[config.mk]
export PLATFORM = sky130hd
export DESIGN_NAME = playseq_uc_vidas
export DESIGN_NICKNAME = d
export VERILOG_FILES = /design/src/rtl/playseq_uc_vidas.sv
export SDC_FILE = /design/constraint.sdc
export NUM_CORES = 1
export LEC_CHECK = 0
export CORE_ASPECT_RATIO = 2
export CORE_MARGIN = 2
export CORE_UTILIZATION = 30
export CTS_BUF_LIST = sky130_fd_sc_hd__clkbuf_8
export CTS_CLUSTER_SIZE = 12
export DETAILED_ROUTE_END_ITERATION = 12
export DONT_BUFFER_PORTS = 1
export PLACE_DENSITY = 0.47
export SLEW_MARGIN = 20
export SYNTH_ARGS = -nofsm -noshare
export SYNTH_HDL_FRONTEND = slang
export SYNTH_SLANG_ARGS = --single-unit
[constraint.sdc]
create_clock -name clock -period 2.8 [get_ports clock]
set_clock_uncertainty 0.05 [all_clocks]
set_input_delay 0.56 -clock clock [delete_from_list [all_inputs] [get_ports clock]]
set_output_delay 0.56 -clock clock [all_outputs]
set_load 0.03 [all_outputs]
[src/rtl/playseq_uc_vidas.sv]
// PlaySeq control unit with lives, pause and optional LED preview.
// Moore FSM: every 1-bit control is a decode of the current state;
// latched difficulty, memory select, lives and fault cause are registers.
module playseq_uc_vidas #(
    parameter int NIVEL_W    = 2,
    parameter int MEM_W      = 2,
    parameter int VIDAS      = 3,
    parameter int VIDAS_W    = 2,
    parameter int PREVIEW_EN = 1
) (
    input  logic               clock,
    input  logic               reset,
    input  logic               jogar,
    input  logic               pausa,
    input  logic [NIVEL_W-1:0] nivel,
    input  logic [MEM_W-1:0]   memoria,
    input  logic               fimE,
    input  logic               igualS,
    input  logic               igualE,
    input  logic               tem_jogada,
    input  logic               timeout,
    input  logic               timeoutL,
    output logic               zeraE,
    output logic               contaE,
    output logic               carregaE,
    output logic               zeraS,
    output logic               contaS,
    output logic               zeraR,
    output logic               registraR,
    output logic               zeraT,
    output logic               contaT,
    output logic               zeraT_leds,
    output logic               contaT_leds,
    output logic               controla_leds,
    output logic               fase_preview,
    output logic               ganhou,
    output logic               perdeu,
    output logic               deu_timeout,
    output logic               pronto,
    output logic [NIVEL_W-1:0] nivel_uc,
    output logic [MEM_W-1:0]   memoria_uc,
    output logic [VIDAS_W-1:0] vidas,
    output logic [4:0]         db_estado
);

    typedef enum logic [4:0] {
        INICIAL       = 5'h00,
        PREPARACAO    = 5'h01,
        MOSTRA        = 5'h02,
        MOSTROU       = 5'h03,
        ESPERA_LED    = 5'h04,
        ZERA_TL       = 5'h05,
        INICIO_RODADA = 5'h06,
        ESPERA        = 5'h07,
        PAUSA         = 5'h08,
        REGISTRA      = 5'h09,
        COMPARA       = 5'h0A,
        PROXIMO       = 5'h0B,
        NOVA_SEQ      = 5'h0C,
        PERDE_VIDA    = 5'h0D,
        FIM_ACERTO    = 5'h0E,
        FIM_ERRO      = 5'h0F,
        FIM_TIMEOUT   = 5'h10
    } state_t;

    // Where every (re)played round begins: the preview, or straight to play.
    localparam state_t R_START = (PREVIEW_EN != 0) ? MOSTRA : INICIO_RODADA;

    state_t             r_estado;
    logic [VIDAS_W-1:0] r_vidas;
    logic               r_causa;   // 1 = last fault was a timeout
    logic [NIVEL_W-1:0] r_nivel;
    logic [MEM_W-1:0]   r_memoria;
    logic               w_legal;

    // State transitions plus the game registers updated alongside them.
    always_ff @(posedge clock or posedge reset) begin
        if (reset) begin
            r_estado  <= INICIAL;
            r_vidas   <= '0;
            r_causa   <= 1'b0;
            r_nivel   <= '0;
            r_memoria <= '0;
        end else begin
            case (r_estado)
                INICIAL:       if (jogar) r_estado <= PREPARACAO;
                PREPARACAO: begin
                    r_nivel   <= nivel;
                    r_memoria <= memoria;
                    r_vidas   <= VIDAS_W'(VIDAS);
                    r_causa   <= 1'b0;
                    r_estado  <= R_START;
                end
                MOSTRA:        if (timeoutL) r_estado <= igualS ? INICIO_RODADA : MOSTROU;
                MOSTROU:       r_estado <= ESPERA_LED;
                ESPERA_LED:    if (timeoutL) r_estado <= ZERA_TL;
                ZERA_TL:       r_estado <= MOSTRA;
                INICIO_RODADA: r_estado <= ESPERA;
                ESPERA: begin
                    // Timer expiry outranks a play arriving in the same cycle.
                    if (timeout) begin
                        r_causa  <= 1'b1;
                        r_estado <= PERDE_VIDA;
                    end else if (tem_jogada) begin
                        r_estado <= REGISTRA;
                    end else if (pausa) begin
                        r_estado <= PAUSA;
                    end
                end
                PAUSA:         if (!pausa) r_estado <= ESPERA;
                REGISTRA:      r_estado <= COMPARA;
                COMPARA: begin
                    if (!igualE) begin
                        r_causa  <= 1'b0;
                        r_estado <= PERDE_VIDA;
                    end else if (igualS && fimE) begin
                        r_estado <= FIM_ACERTO;
                    end else if (igualS) begin
                        r_estado <= NOVA_SEQ;
                    end else begin
                        r_estado <= PROXIMO;
                    end
                end
                PROXIMO:       r_estado <= ESPERA;
                NOVA_SEQ:      r_estado <= R_START;
                PERDE_VIDA: begin
                    // Last life (or none left) ends the game; otherwise replay the round.
                    if (r_vidas > VIDAS_W'(1)) begin
                        r_vidas  <= r_vidas - VIDAS_W'(1);
                        r_estado <= R_START;
                    end else begin
                        r_vidas  <= '0;
                        r_estado <= r_causa ? FIM_TIMEOUT : FIM_ERRO;
                    end
                end
                FIM_ACERTO, FIM_ERRO, FIM_TIMEOUT:
                               if (jogar) r_estado <= PREPARACAO;
                default:       r_estado <= INICIAL;
            endcase
        end
    end

    // Moore output decode of the current state.
    always_comb begin
        zeraE = 1'b0; contaE = 1'b0; carregaE = 1'b0;
        zeraS = 1'b0; contaS = 1'b0;
        zeraR = 1'b0; registraR = 1'b0;
        zeraT = 1'b0; contaT = 1'b0;
        zeraT_leds = 1'b0; contaT_leds = 1'b0;
        controla_leds = 1'b0; fase_preview = 1'b0;
        ganhou = 1'b0; perdeu = 1'b0; deu_timeout = 1'b0; pronto = 1'b0;
        w_legal = 1'b1;
        case (r_estado)
            INICIAL: begin
                zeraE = 1'b1; zeraS = 1'b1; zeraR = 1'b1; zeraT = 1'b1; zeraT_leds = 1'b1;
            end
            PREPARACAO: begin
                zeraE = 1'b1; carregaE = 1'b1; zeraS = 1'b1; zeraR = 1'b1;
                zeraT = 1'b1; zeraT_leds = 1'b1;
            end
            MOSTRA:        begin controla_leds = 1'b1; contaT_leds = 1'b1; fase_preview = 1'b1; end
            MOSTROU:       begin contaE = 1'b1; zeraT_leds = 1'b1; fase_preview = 1'b1; end
            ESPERA_LED:    contaT_leds = 1'b1;
            ZERA_TL:       begin zeraT_leds = 1'b1; fase_preview = 1'b1; end
            INICIO_RODADA: begin zeraE = 1'b1; zeraT = 1'b1; zeraT_leds = 1'b1; end
            ESPERA:        contaT = 1'b1;
            PAUSA:         ;
            REGISTRA:      registraR = 1'b1;
            COMPARA:       ;
            PROXIMO:       begin contaE = 1'b1; zeraT = 1'b1; end
            NOVA_SEQ:      begin contaS = 1'b1; zeraE = 1'b1; zeraT = 1'b1; zeraT_leds = 1'b1; end
            PERDE_VIDA:    begin zeraE = 1'b1; zeraT = 1'b1; zeraT_leds = 1'b1; end
            FIM_ACERTO:    begin pronto = 1'b1; ganhou = 1'b1; end
            FIM_ERRO:      begin pronto = 1'b1; perdeu = 1'b1; end
            FIM_TIMEOUT:   begin pronto = 1'b1; perdeu = 1'b1; deu_timeout = 1'b1; end
            default:       w_legal = 1'b0;
        endcase
    end

    assign db_estado  = w_legal ? r_estado : 5'h1F;
    assign nivel_uc   = r_nivel;
    assign memoria_uc = r_memoria;
    assign vidas      = r_vidas;

endmodule
* After elaboration in Yosys (flattened, before gate mapping)
Index checks and enable logic that the tools add are counted.
Operators by class: multiplexer cells 37, eq/ne operators 23, $lt $le $gt $ge 1, reduce and logical (&&, ||, !) cells 19, add/subtract/negate cells 1
Operator list (number):
- $pmux 5 s11 | 1
- $mux 5 | 10
- $eq 5x4->1 const B | 8
- $eq 5x3->1 const B | 4
- $mux 1 | 19
- $reduce_or 17->1 | 1
- $mux 3 | 4
- $eq 5x2->1 const B | 2
- $ne 2x2->1 const B | 5
- $reduce_or 2->1 | 5
- $reduce_or 3->1 | 3
- $reduce_or 7->1 | 1
- $reduce_or 6->1 | 1
- $eq 5x1->1 const B | 1
- $eq 5x5->1 const B | 1
- $logic_not 5->1 | 1
- $reduce_and 5->1 | 1
- $reduce_or 5->1 | 1
- $ne 4x4->1 const B | 1
- $pmux 2 s2 | 1
- $reduce_or 4->1 | 1
- $pmux 1 s3 | 1
- $reduce_and 3->1 | 1
- $reduce_bool 3->1 | 1
- other kinds (6) | 6
Storage, ports and cells: bits in registers 12, output and inout port bits 28, input port bits 14, word-level logic and storage cells 86

* Depth between registers and ports, before layout
Gate-level depths: netlist of the first run.
depth in word-level cells 4, gate-level depth with buffers 7, gate-level depth less buffers 5

* Least setup slack after synthesis of the first run
No wires, ideal clock.
path type reg-to-output, start register r_estado[0], end output zeraT_leds, data arrival time 1.804 ns, data required time 2.190 ns, setup slack 0.386 ns, buffers on the path 2, cell stages (with the launch flop) 6, path through dfrtp_1 > buf_2 > clkbuf_1 > or3_1 > a31oi_1 > a211oi_1
Between the ends: cells in the longest elaborated chain, start to end 3, elaborated cells on any way between the ends 9, classes of those cells 6 x eq/ne; 1 x mux; 2 x reduce/logical
Ends and longest elaborated chain:
- start, declared | line 69 | state_t r_estado;
- start signal, assigned | line 94 | MOSTRA: if (timeoutL) r_estado <= igualS ? INICIO_RODADA : MOSTROU;
- start signal, assigned | line 133 | r_estado <= r_causa ? FIM_TIMEOUT : FIM_ERRO;
- $eq 5x4->1 (tied with other cells) | line 153 | case (r_estado)
- $reduce_or 7->1 (no source line) *
- $mux 1 * | line 153
- end, declared | line 32 | output logic zeraT_leds,
Mark *: on every way between the ends. The rest lies on a longest branch, timed or not.

* Final worst setup path of the first run
start register r_estado[3], end output db_estado[0]
Between the ends: cells in the longest elaborated chain, start to end 4, elaborated cells on any way between the ends 20, classes of those cells 16 x eq/ne; 2 x mux; 2 x reduce/logical
Ends and longest elaborated chain:
- $eq 5x5->1 (tied with other cells) | line 153
- $reduce_or 17->1 (no source line) *
- $mux 1 * | line 153
- $mux 5 * | line 180 | assign db_estado = w_legal ? r_estado : 5'h1F;
- end, declared | line 43 | output logic [4:0] db_estado
Marked as above.

==> results of run 1 <==
## layout by cell type, fill, tap and decap left out, types with 2 or more instances in the layout
cell type and n:
a211oi_1 3, nor3b_1 2, nand3_1 2, mux2_4 4, nand2_1 10, or3_1 4
a211o_1 2, buf_4 18, o21ai_0 6, inv_1 5, clkbuf_8 3, nor2_1 9
dfrtp_1 12, nor2b_1 4, nor3_2 2, mux2_2 4, nand2b_1 9, a21o_1 2
a21oi_1 10, nor3_1 10
## worst paths after layout
path	cells after the start	slack (ns)	start	end
worst max-delay path	4	0.31	r_estado[3]	db_estado[0]
worst min-delay path	1	0.18	reset	memoria_uc[0]
worst max register to register	5	0.44	r_estado[3]	r_estado[0]
worst min register to register	2	0.58	r_causa	r_causa
max in group asynchronous	1	2.21	reset	nivel_uc[1]
min in group clock	1	0.43	memoria[0]	memoria_uc[0]
## registers in the layout (all words and copies together), names as in the netlist
name	flops
vidas	2
r_causa	1
memoria_uc	2
nivel_uc	2
r_estado	5
## kinds of logic (layout without fill, tap and decap cells)
logic type                after synthesis  after routing
buffers and inverters                  18             26
muxes                                   8              8
DFF                                    12             12
and+or+nand+nor                        62             62
xor gates and xnor gates                1              1
AOI/OAI and AO/OA                      29             29
## worst max-delay path, delay by kind of cell, from the launching register on
family / cells / cell delay (ns)
AND/OR/NAND/NOR: 4 / 1.13
flip-flops: 1 / 0.52
## routing by layer
metal  up-vias  global-route usage [%]  wire length [um]  share of wire (%)
met4         0                   10.16                72                2.4
met2        36                   28.55              1718                 57
met5         -                       0                 0                  0
li1        480                       -                 -                  -
met1       484                   15.98              1051                 35
met3         4                   3.112               193                6.4
## cell type report
type	instances	share of cell area, %
Tap cell	32	3.376
Clock buffer	3	3.481
Multi-Input combinational cell	100	54.85
Timing Repair Buffer	18	11.39
Inverter	5	1.582
Sequential cell	12	25.32
## where the power goes
group,internal [uW],switching [uW]
Sequential,246,211
Clock,93.9,53.4
Combinational,551,790
Total,891,1050
## metrics by stage
stage	instance area [um^2]	worst slack, ns
floorplan	1039	0.3859
global placement	1145	0.5037
detailed placement	1145	0.4743
CTS	1186	0.3087
global route	1186	0.1983
finish	1186	0.3051
==> key figures, run 1 <==
Run status
  – Status: finished clean

Floorplan
  – Core ar.: 0.003341 mm^2
  – DIE HEIGHT: just under 90 um
  – # rows: 30
  – Initial Util: 31.09%
  – Die area: roughly 0.004 mm^2
  – Chip width: around 46 um
  – Top-Level Pins: 42

Setup path
  – Crit path launch type: flip-flop
  – Critical Path Fanout Max: 16
  – Crit-path max cell delay: 0.52 ns
  – Cell Chain, Critical Path: or3_1 > or2_2 > nand2_1 > nand2b_1
  – Setup Crit Path Kind: reg -> out
  – WP data arrival: 1.88 ns
  – Worst Path Required: 2.19 ns
  – Slowest-stage cell, CP: dfrtp_1
  – Crit end category: output pin

Clock network
  – Clock transition at path regs: 0.05 ns
  – Hold Buf Count CTS: 0
  – Htree depth: 1
  – Worst-Skew Late Latency: 0.23 ns
  – Resized cells post-CTS: 0
  – Num Clock Sinks: 12
  – Clk buf depth: 2
  – Number of CTS-inserted buffers: 3
  – Clock Tree Root: clkbuf_8
  – Post-CTS Setup Inserts: 0
  – CTS tree: done

Layout
  – Antenna cells: 0
  – Share of cells above drive strength 1: ~25%
  – Layout Cells excl Fill: 170
  – Area Overhead vs Synth: 14.22%
  – Fill cells: 358
  – Final core occ: 35.51%
  – Net count, final: 154
  – Sequential cell area: 300.3 um^2
  – Multi-input logic area: 650.6 um^2

Synthesis
  – Commonest cells in the netlist: dfrtp_1 (12), nor3_1 (11), a21oi_1 (10), nand2_1 (10)
  – Syn Nets: 144
  – Post-synthesis xor/xnor area fraction: less than 1%
  – Register area share after synthesis: 28.92%
  – Mux cell area share after synthesis: between 10 and 15%
  – Gate Count Post-Synth: between 100 and 150
  – Largest family of logic cells by synthesized area: simple AND/OR/NAND/NOR gates
  – Async S/R FF share, synth: 100.0%
  – Ys flop type: dfrtp_1
  – Simple-Gate Fraction of Synth Area: between 30% and 40%
  – Most numerous cell in the Yosys netlist: dfrtp_1
  – Top cell type by total area after synthesis: dfrtp_1
  – Distinct cells, synth: 40
  – Mean Syn Cell Area: roughly 8.0 um^2
  – Seq cells post-synth: 12
  – Warnings from Yosys: 0
  – Compound-Gate Fraction of Synth Area: 17.71%
  – Top post-synthesis cells by area: dfrtp_1 (29%), mux2_4 (5.8%), nand2b_1 (5.4%)
  – Synth Area in Adders: 0%
  – EDFF count, synth: 0
  – Share of the synthesized area in the top cell type: 28.92%
  – Cell area after synthesis: approximately 0.0010 mm^2

Detailed routing
  – Vias: between 1,000 and 1,500
  – DR pass1 iterations: 4
  – Residual DRC count: 0
  – Via density: 5.906
  – Routed Antenna Nets: 0
  – Avg WL per Cell: 17.86 um
  – DR iter-0 viols: 22
  – Post-Route WL: 3.036 mm

Place
  – GP Congestion: 0.7906
  – DP Wirelength: 2.419 mm
  – IO buf count: 0
  – Dpl cells: roughly 170

Global routing
  – Largest net degree at the start of global routing: 17
  – Grt total ovfl: 0
  – Vias in the first global route: 962
  – Gr usage total: 16.14%
  – Initial antenna violation count: 0
  – First-pass GRT wire length: 4.609 mm

Power
  – Total power: 1946 uW
  – LEAKAGE: between 0.0005 and 0.0006 uW
  – Pwr dens: 1641 mW/mm^2
  – Max VDD drop: 0.6505 mV

Job
  – # Max-Cap Violations: 0

Timing
  – Minimum clock period: 2.495 ns
  – Final setup TNS: 0 ns
  – Max-slew violation count: 0
  – RSZ-0062 raised after global routing: no
  – Fmax achieved: 400.8 MHz
  – Worst slew pin tran: about 0.56 ns
  – Fin crit share: 89.10%
  – Setup violators final: 0
  – Slew Limit Headroom: 62.77%
  – Worst hold slack: ~0.18 ns
  – Final-report hold violation count: 0

Min path
  – Hold WC Path Type: in -> async
(Power assumes the default switching activity.)
==> run 2, diff against run 1 <==
PLACE_DENSITY = 0.55   (was 0.47)
==> run 2 against run 1 <==
Cell count grew 0.59%. Sequential power down 2%. Critical path depth is the same. Sequential share of layout area is 0.29 points lower. Largest cell class unchanged.
==> key figures, run 2 (synthesis gave the netlist of run 1 again) <==
Run status
  – Status: finished clean (unchanged)

Layout
  – Share of cells above drive strength 1: 25.90% (was 25.36%)
  – Most common cell after layout, fill and taps aside: buf_4 (unchanged)
  – Number of flip-flops in the largest register: 5 (unchanged)
  – Top reg by flops: r_estado (unchanged)
  – Layout Cells excl Fill: 171 (was 170)
  – Most frequent cells in the layout: buf_4 (18), dfrtp_1 (12), nand2_1 (10), a21oi_1 (10), nor3_1 (10) (unchanged)
  – Antenna cells: 0 (unchanged)
  – Net count, final: 154 (unchanged)
  – Area Overhead vs Synth: 15.54% (was 14.22%)
  – Final core occ: 35.92% (was 35.51%)

Floorplan
  – Chip width: 45.61 um (unchanged)
  – # rows: 30 (unchanged)
  – Die area: 0.003977 mm^2 (unchanged)
  – Core ar.: 0.003341 mm^2 (unchanged)
  – Initial Util: 31.09% (unchanged)
  – Top-Level Pins: 42 (unchanged)
  – DIE HEIGHT: 87.21 um (unchanged)

Global routing
  – Grt total ovfl: 0 (unchanged)
  – Vias in the first global route: 1,003 (was 962)
  – Initial antenna violation count: 0 (unchanged)
  – First-pass GRT wire length: 4.671 mm (was 4.609 mm)
  – Largest net degree at the start of global routing: 22 (was 17)
  – Gr usage total: 16.18% (was 16.14%)

Timing
  – Fmax achieved: 386.6 MHz (was 400.8 MHz)
  – Final setup TNS: 0 ns (unchanged)
  – Fin crit share: 92.37% (was 89.10%)
  – Worst hold slack: 0.1661 ns (was 0.1760 ns)
  – Max-slew violation count: 0 (unchanged)
  – Final-report hold violation count: 0 (unchanged)
  – Setup violators final: 0 (unchanged)
  – RSZ-0062 raised after global routing: no (unchanged)
  – Slew Limit Headroom: 56.65% (was 62.77%)
  – Minimum clock period: 2.586 ns (was 2.495 ns)
  – Worst slew pin tran: 0.6488 ns (was 0.5564 ns)

Setup path
  – Setup Crit Path Kind: reg -> out (unchanged)
  – Worst Path Required: 2.19 ns (about the same)
  – WP data arrival: 1.98 ns (was 1.88 ns)
  – R2R Setup Slk: 0.39 ns (was 0.44 ns)
  – Crit end category: output pin (unchanged)
  – Critical Path Fanout Max: 21 (was 16)
  – Crit path launch type: flip-flop (unchanged)

Clock network
  – Clock transition at path regs: 0.05 ns (about the same)
  – CTS tree: done (unchanged)
  – Worst-Skew Late Latency: 0.24 ns (was 0.23 ns)
  – Clk buf depth: 2 (unchanged)
  – Resized cells post-CTS: 0 (unchanged)
  – Num Clock Sinks: 12 (unchanged)
  – Number of CTS-inserted buffers: 3 (unchanged)
  – Clock Tree Root: clkbuf_8 (unchanged)
  – Post-CTS Setup Inserts: 0 (unchanged)
  – Hold Buf Count CTS: 0 (unchanged)
  – Htree depth: 1 (unchanged)

Power
  – Pwr dens: 1632 mW/mm^2 (was 1641 mW/mm^2)
  – LEAKAGE: 0.0005459 uW (was 0.0005372 uW)
  – Max VDD drop: 0.7530 mV (was 0.6505 mV)

Detailed routing
  – Avg WL per Cell: 17.41 um (was 17.86 um)
  – DR pass1 iterations: 4 (unchanged)
  – DR iter-0 viols: 25 (was 22)
  – Vias: 997 (was 1,004)
  – Via density: 5.830 (was 5.906)
  – Residual DRC count: 0 (unchanged)
  – Routed Antenna Nets: 0 (unchanged)
  – Post-Route WL: 2.977 mm (was 3.036 mm)

Place
  – GP Congestion: 0.8573 (was 0.7906)
  – DP Wirelength: 2.338 mm (was 2.419 mm)
  – IO buf count: 0 (unchanged)
  – Dpl cells: 167 (unchanged)

Job
  – # Max-Cap Violations: 0 (unchanged)

Min path
  – Hold WC Path Type: in -> async (unchanged)
-- run 2: cell types whose count changed in the layout (fill, tap and decap cells not counted) --
| cell | change |
|---|---|
| clkbuf_8 | +1 |
-- run 2: worst paths after layout --
kind,startpoint,end,cells past startpoint
min reg2reg,r_causa,r_causa,2
min,reset,vidas[1],1
min in group clock,memoria[1],memoria_uc[1],1
max in group asynchronous,reset,vidas[0],1
max reg2reg,r_estado[2],r_estado[2],6
max,r_estado[1],db_estado[1],4
-- run 2: through the flow --
| stage | cell area, um^2 | power (uW) | setup WS (ns) |
|---|---|---|---|
| after CTS | 1200 | 1970 | 0.2103 |
| after detailed placement | 1145 | 1771 | 0.4490 |
| after floorplan | 1039 | 1482 | 0.3859 |
| after global routing | 1200 | 2080 | 0.1184 |
| final | 1200 | 1958 | 0.2137 |
| after global placement | 1145 | 1759 | 0.4991 |
-- run 2: area by class of cell --
cell class / count / area (um^2)
clock buffer: 4 / 55.05
fill: 366 / 2141
inverter: 5 / 18.77
multi-input combinational: 100 / 650.6
sequential: 12 / 300.3
tap: 32 / 40.04
timing repair buffer: 18 / 135.1
-- run 2: critical path, cell delays in order (launching register included) --
cell and delay, ns:
dfrtp_1 0.59, or3_1 0.47, or2_2 0.31, nand2_1 0.13
nand2b_1 0.22
-- run 2: routing by layer --
| layer | share of wire [%] | routed length, um | vias up | track usage (%) |
|---|---|---|---|---|
| li1 | - | - | 474 | - |
| met1 | 36 | 1068 | 463 | 16.36 |
| met2 | 54 | 1598 | 49 | 27.78 |
| met3 | 6.0 | 179 | 11 | 2.905 |
| met4 | 4.4 | 131 | 0 | 11.50 |
| met5 | 0 | 0 | - | 0 |
-- run 2: power by group --
group	internal [uW]	total [uW]	switching, uW
logic	542	1320	779
clock network	124	191	66.2
registers	246	447	201
==> run 3, diff against run 2 <==
clock period = 2.7 ns   (was 2.8 ns; I/O delays follow)
==> run 3 against run 2 <==
Register-to-register slack better by 0.05 ns. Clock-buffer cell count shrank 1. Clock power down 15%. Hold slack lost 0.029 ns. Cell count unchanged. Sequential cell count unchanged. Routed wire length is 0.60% higher. Sequential power is 5.1% lower. Critical path type unchanged. Largest cell class unchanged.
==> key figures, run 3 (synthesis gave the netlist of run 1 again) <==
Run status
  – Status: finished clean (unchanged)

Setup path
  – Crit end category: output pin (unchanged)
  – Crit path launch type: flip-flop (unchanged)
  – Critical Path Fanout Max: 13 (was 21)
  – Setup Crit Path Kind: reg -> out (unchanged)
  – Worst Path Required: 2.11 ns (was 2.19 ns)
  – WP data arrival: 1.90 ns (was 1.98 ns)

Timing
  – Minimum clock period: 2.486 ns
  – Fin crit share: 92.08%
  – Max-slew violation count: 0 (unchanged)
  – Worst hold slack: 0.1369 ns (was 0.1661 ns)
  – Final setup TNS: 0 ns (unchanged)
  – RSZ-0062 raised after global routing: no (unchanged)
  – Setup violators final: 0 (unchanged)
  – Final-report hold violation count: 0 (unchanged)
  – Slew Limit Headroom: 60.71% (was 56.65%)
  – Worst slew pin tran: 0.5881 ns (was 0.6488 ns)
  – Fmax achieved: approximately 400 MHz

Clock network
  – Resized cells post-CTS: 0 (unchanged)
  – Num Clock Sinks: 12 (unchanged)
  – Htree depth: 1 (unchanged)
  – Hold Buf Count CTS: 0 (unchanged)
  – Clk buf depth: 2 (unchanged)
  – Worst-Skew Late Latency: 0.24 ns (about the same)
  – Clock transition at path regs: 0.05 ns (about the same)
  – Post-CTS Setup Inserts: 0 (unchanged)
  – Clock Tree Root: clkbuf_8 (unchanged)
  – Number of CTS-inserted buffers: 3 (unchanged)
  – CTS tree: done (unchanged)

Place
  – Placed inst area: 0.001152 mm^2 (was 0.001145 mm^2)
  – IO buf count: 0 (unchanged)
  – GP Congestion: 0.8274 (was 0.8573)
  – DP Wirelength: 2.381 mm (was 2.338 mm)
  – Dpl cells: 168 (was 167)

Floorplan
  – Chip width: 45.61 um (unchanged)
  – DIE HEIGHT: 87.21 um (unchanged)
  – Top-Level Pins: 42 (unchanged)
  – Core ar.: 0.003341 mm^2 (unchanged)
  – Initial Util: 31.09% (unchanged)
  – # rows: 30 (unchanged)
  – Die area: 0.003977 mm^2 (unchanged)

Job
  – # Max-Cap Violations: 0 (unchanged)

Layout
  – Antenna cells: 0 (unchanged)
  – Share of cells above drive strength 1: 25.90% (unchanged)
  – Top reg by flops: r_estado (unchanged)
  – Net count, final: 155 (was 154)
  – Most common cell after layout, fill and taps aside: buf_4 (unchanged)
  – Multi-input logic area: 650.6 um^2 (unchanged)
  – Number of flip-flops in the largest register: 5 (unchanged)
  – Layout Cells excl Fill: 171 (unchanged)
  – Area Overhead vs Synth: 14.94% (was 15.54%)
  – Design area: 0.001194 mm^2 (was 0.001200 mm^2)
  – Sequential cell area: 300.3 um^2 (unchanged)
  – Most frequent cells in the layout: buf_4 (19), dfrtp_1 (12), nand2_1 (10), a21oi_1 (10), nor3_1 (10) (was buf_4 (18), dfrtp_1 (12), nand2_1 (10), a21oi_1 (10), nor3_1 (10))
  – Fill cells: 364 (was 366)

Global routing
  – First-pass GRT wire length: 4.830 mm (was 4.671 mm)
  – Largest net degree at the start of global routing: 19 (was 22)
  – Initial antenna violation count: 0 (unchanged)
  – Vias in the first global route: 1,007 (was 1,003)
  – Grt total ovfl: 0 (unchanged)
  – Gr usage total: 16.57% (was 16.18%)

Detailed routing
  – Vias: 998 (was 997)
  – Avg WL per Cell: 17.51 um (was 17.41 um)
  – Post-Route WL: 2.995 mm (was 2.977 mm)
  – Routed Antenna Nets: 0 (unchanged)
  – DR pass1 iterations: 4 (unchanged)
  – Via density: 5.836 (was 5.830)
  – Residual DRC count: 0 (unchanged)
  – DR iter-0 viols: 28 (was 25)

Power
  – Total power: 2031 uW (was 1958 uW)
  – LEAKAGE: 0.0005427 uW (was 0.0005459 uW)
  – Pwr dens: 1701 mW/mm^2 (was 1632 mW/mm^2)
  – Max VDD drop: 0.6104 mV (was 0.7530 mV)

Min path
  – Hold WC Path Type: in -> async (unchanged)
## run 3: per-layer routing
layer,wire length [um],track usage [%]
met5,0,0
met4,93,10.16
met3,172,2.075
met2,1644,29.19
met1,1084,17.34
## run 3: area by class of cell
type                            count  area share [%]
Clock buffer                        3           3.459
Multi-Input combinational cell    100           54.51
Tap cell                           32           3.354
Timing Repair Buffer               19           11.95
Sequential cell                    12           25.16
Inverter                            5           1.572
## run 3: worst paths after layout
check,slack [ns],to,start,cells after the start
worst max-delay path,0.21,db_estado[1],r_estado[1],4
worst min-delay path,0.14,vidas[0],reset,1
worst max register to register,0.44,r_estado[0],r_estado[1],5
worst min register to register,0.54,r_causa,r_causa,2
max in group asynchronous,2.15,r_estado[0],reset,1
min in group clock,0.40,nivel_uc[0],nivel[0],1
## run 3: stage by stage
stage | util [%] | setup slack [ns]
CTS | 35.73 | 0.2091
global placement | 34.49 | 0.4956
floorplan | - | 0.3059
finish | 35.73 | 0.2137
detailed placement | 34.49 | 0.4648
global route | 35.73 | 0.1189
## run 3: power by group
group	switching, uW	internal (uW)	leakage, uW	total (uW)
Combinational	862	582	0.000380	1440
Clock	64.5	98.2	0.0000216	163
Sequential	167	256	0.000141	424
Total	1090	937	0.000543	2030
## run 3: critical path: stages (launching register included)
cell      delay, ns
dfrtp_1        0.54
or3_1          0.45
or2_2          0.32
nand2_1        0.13
nand2b_1       0.22
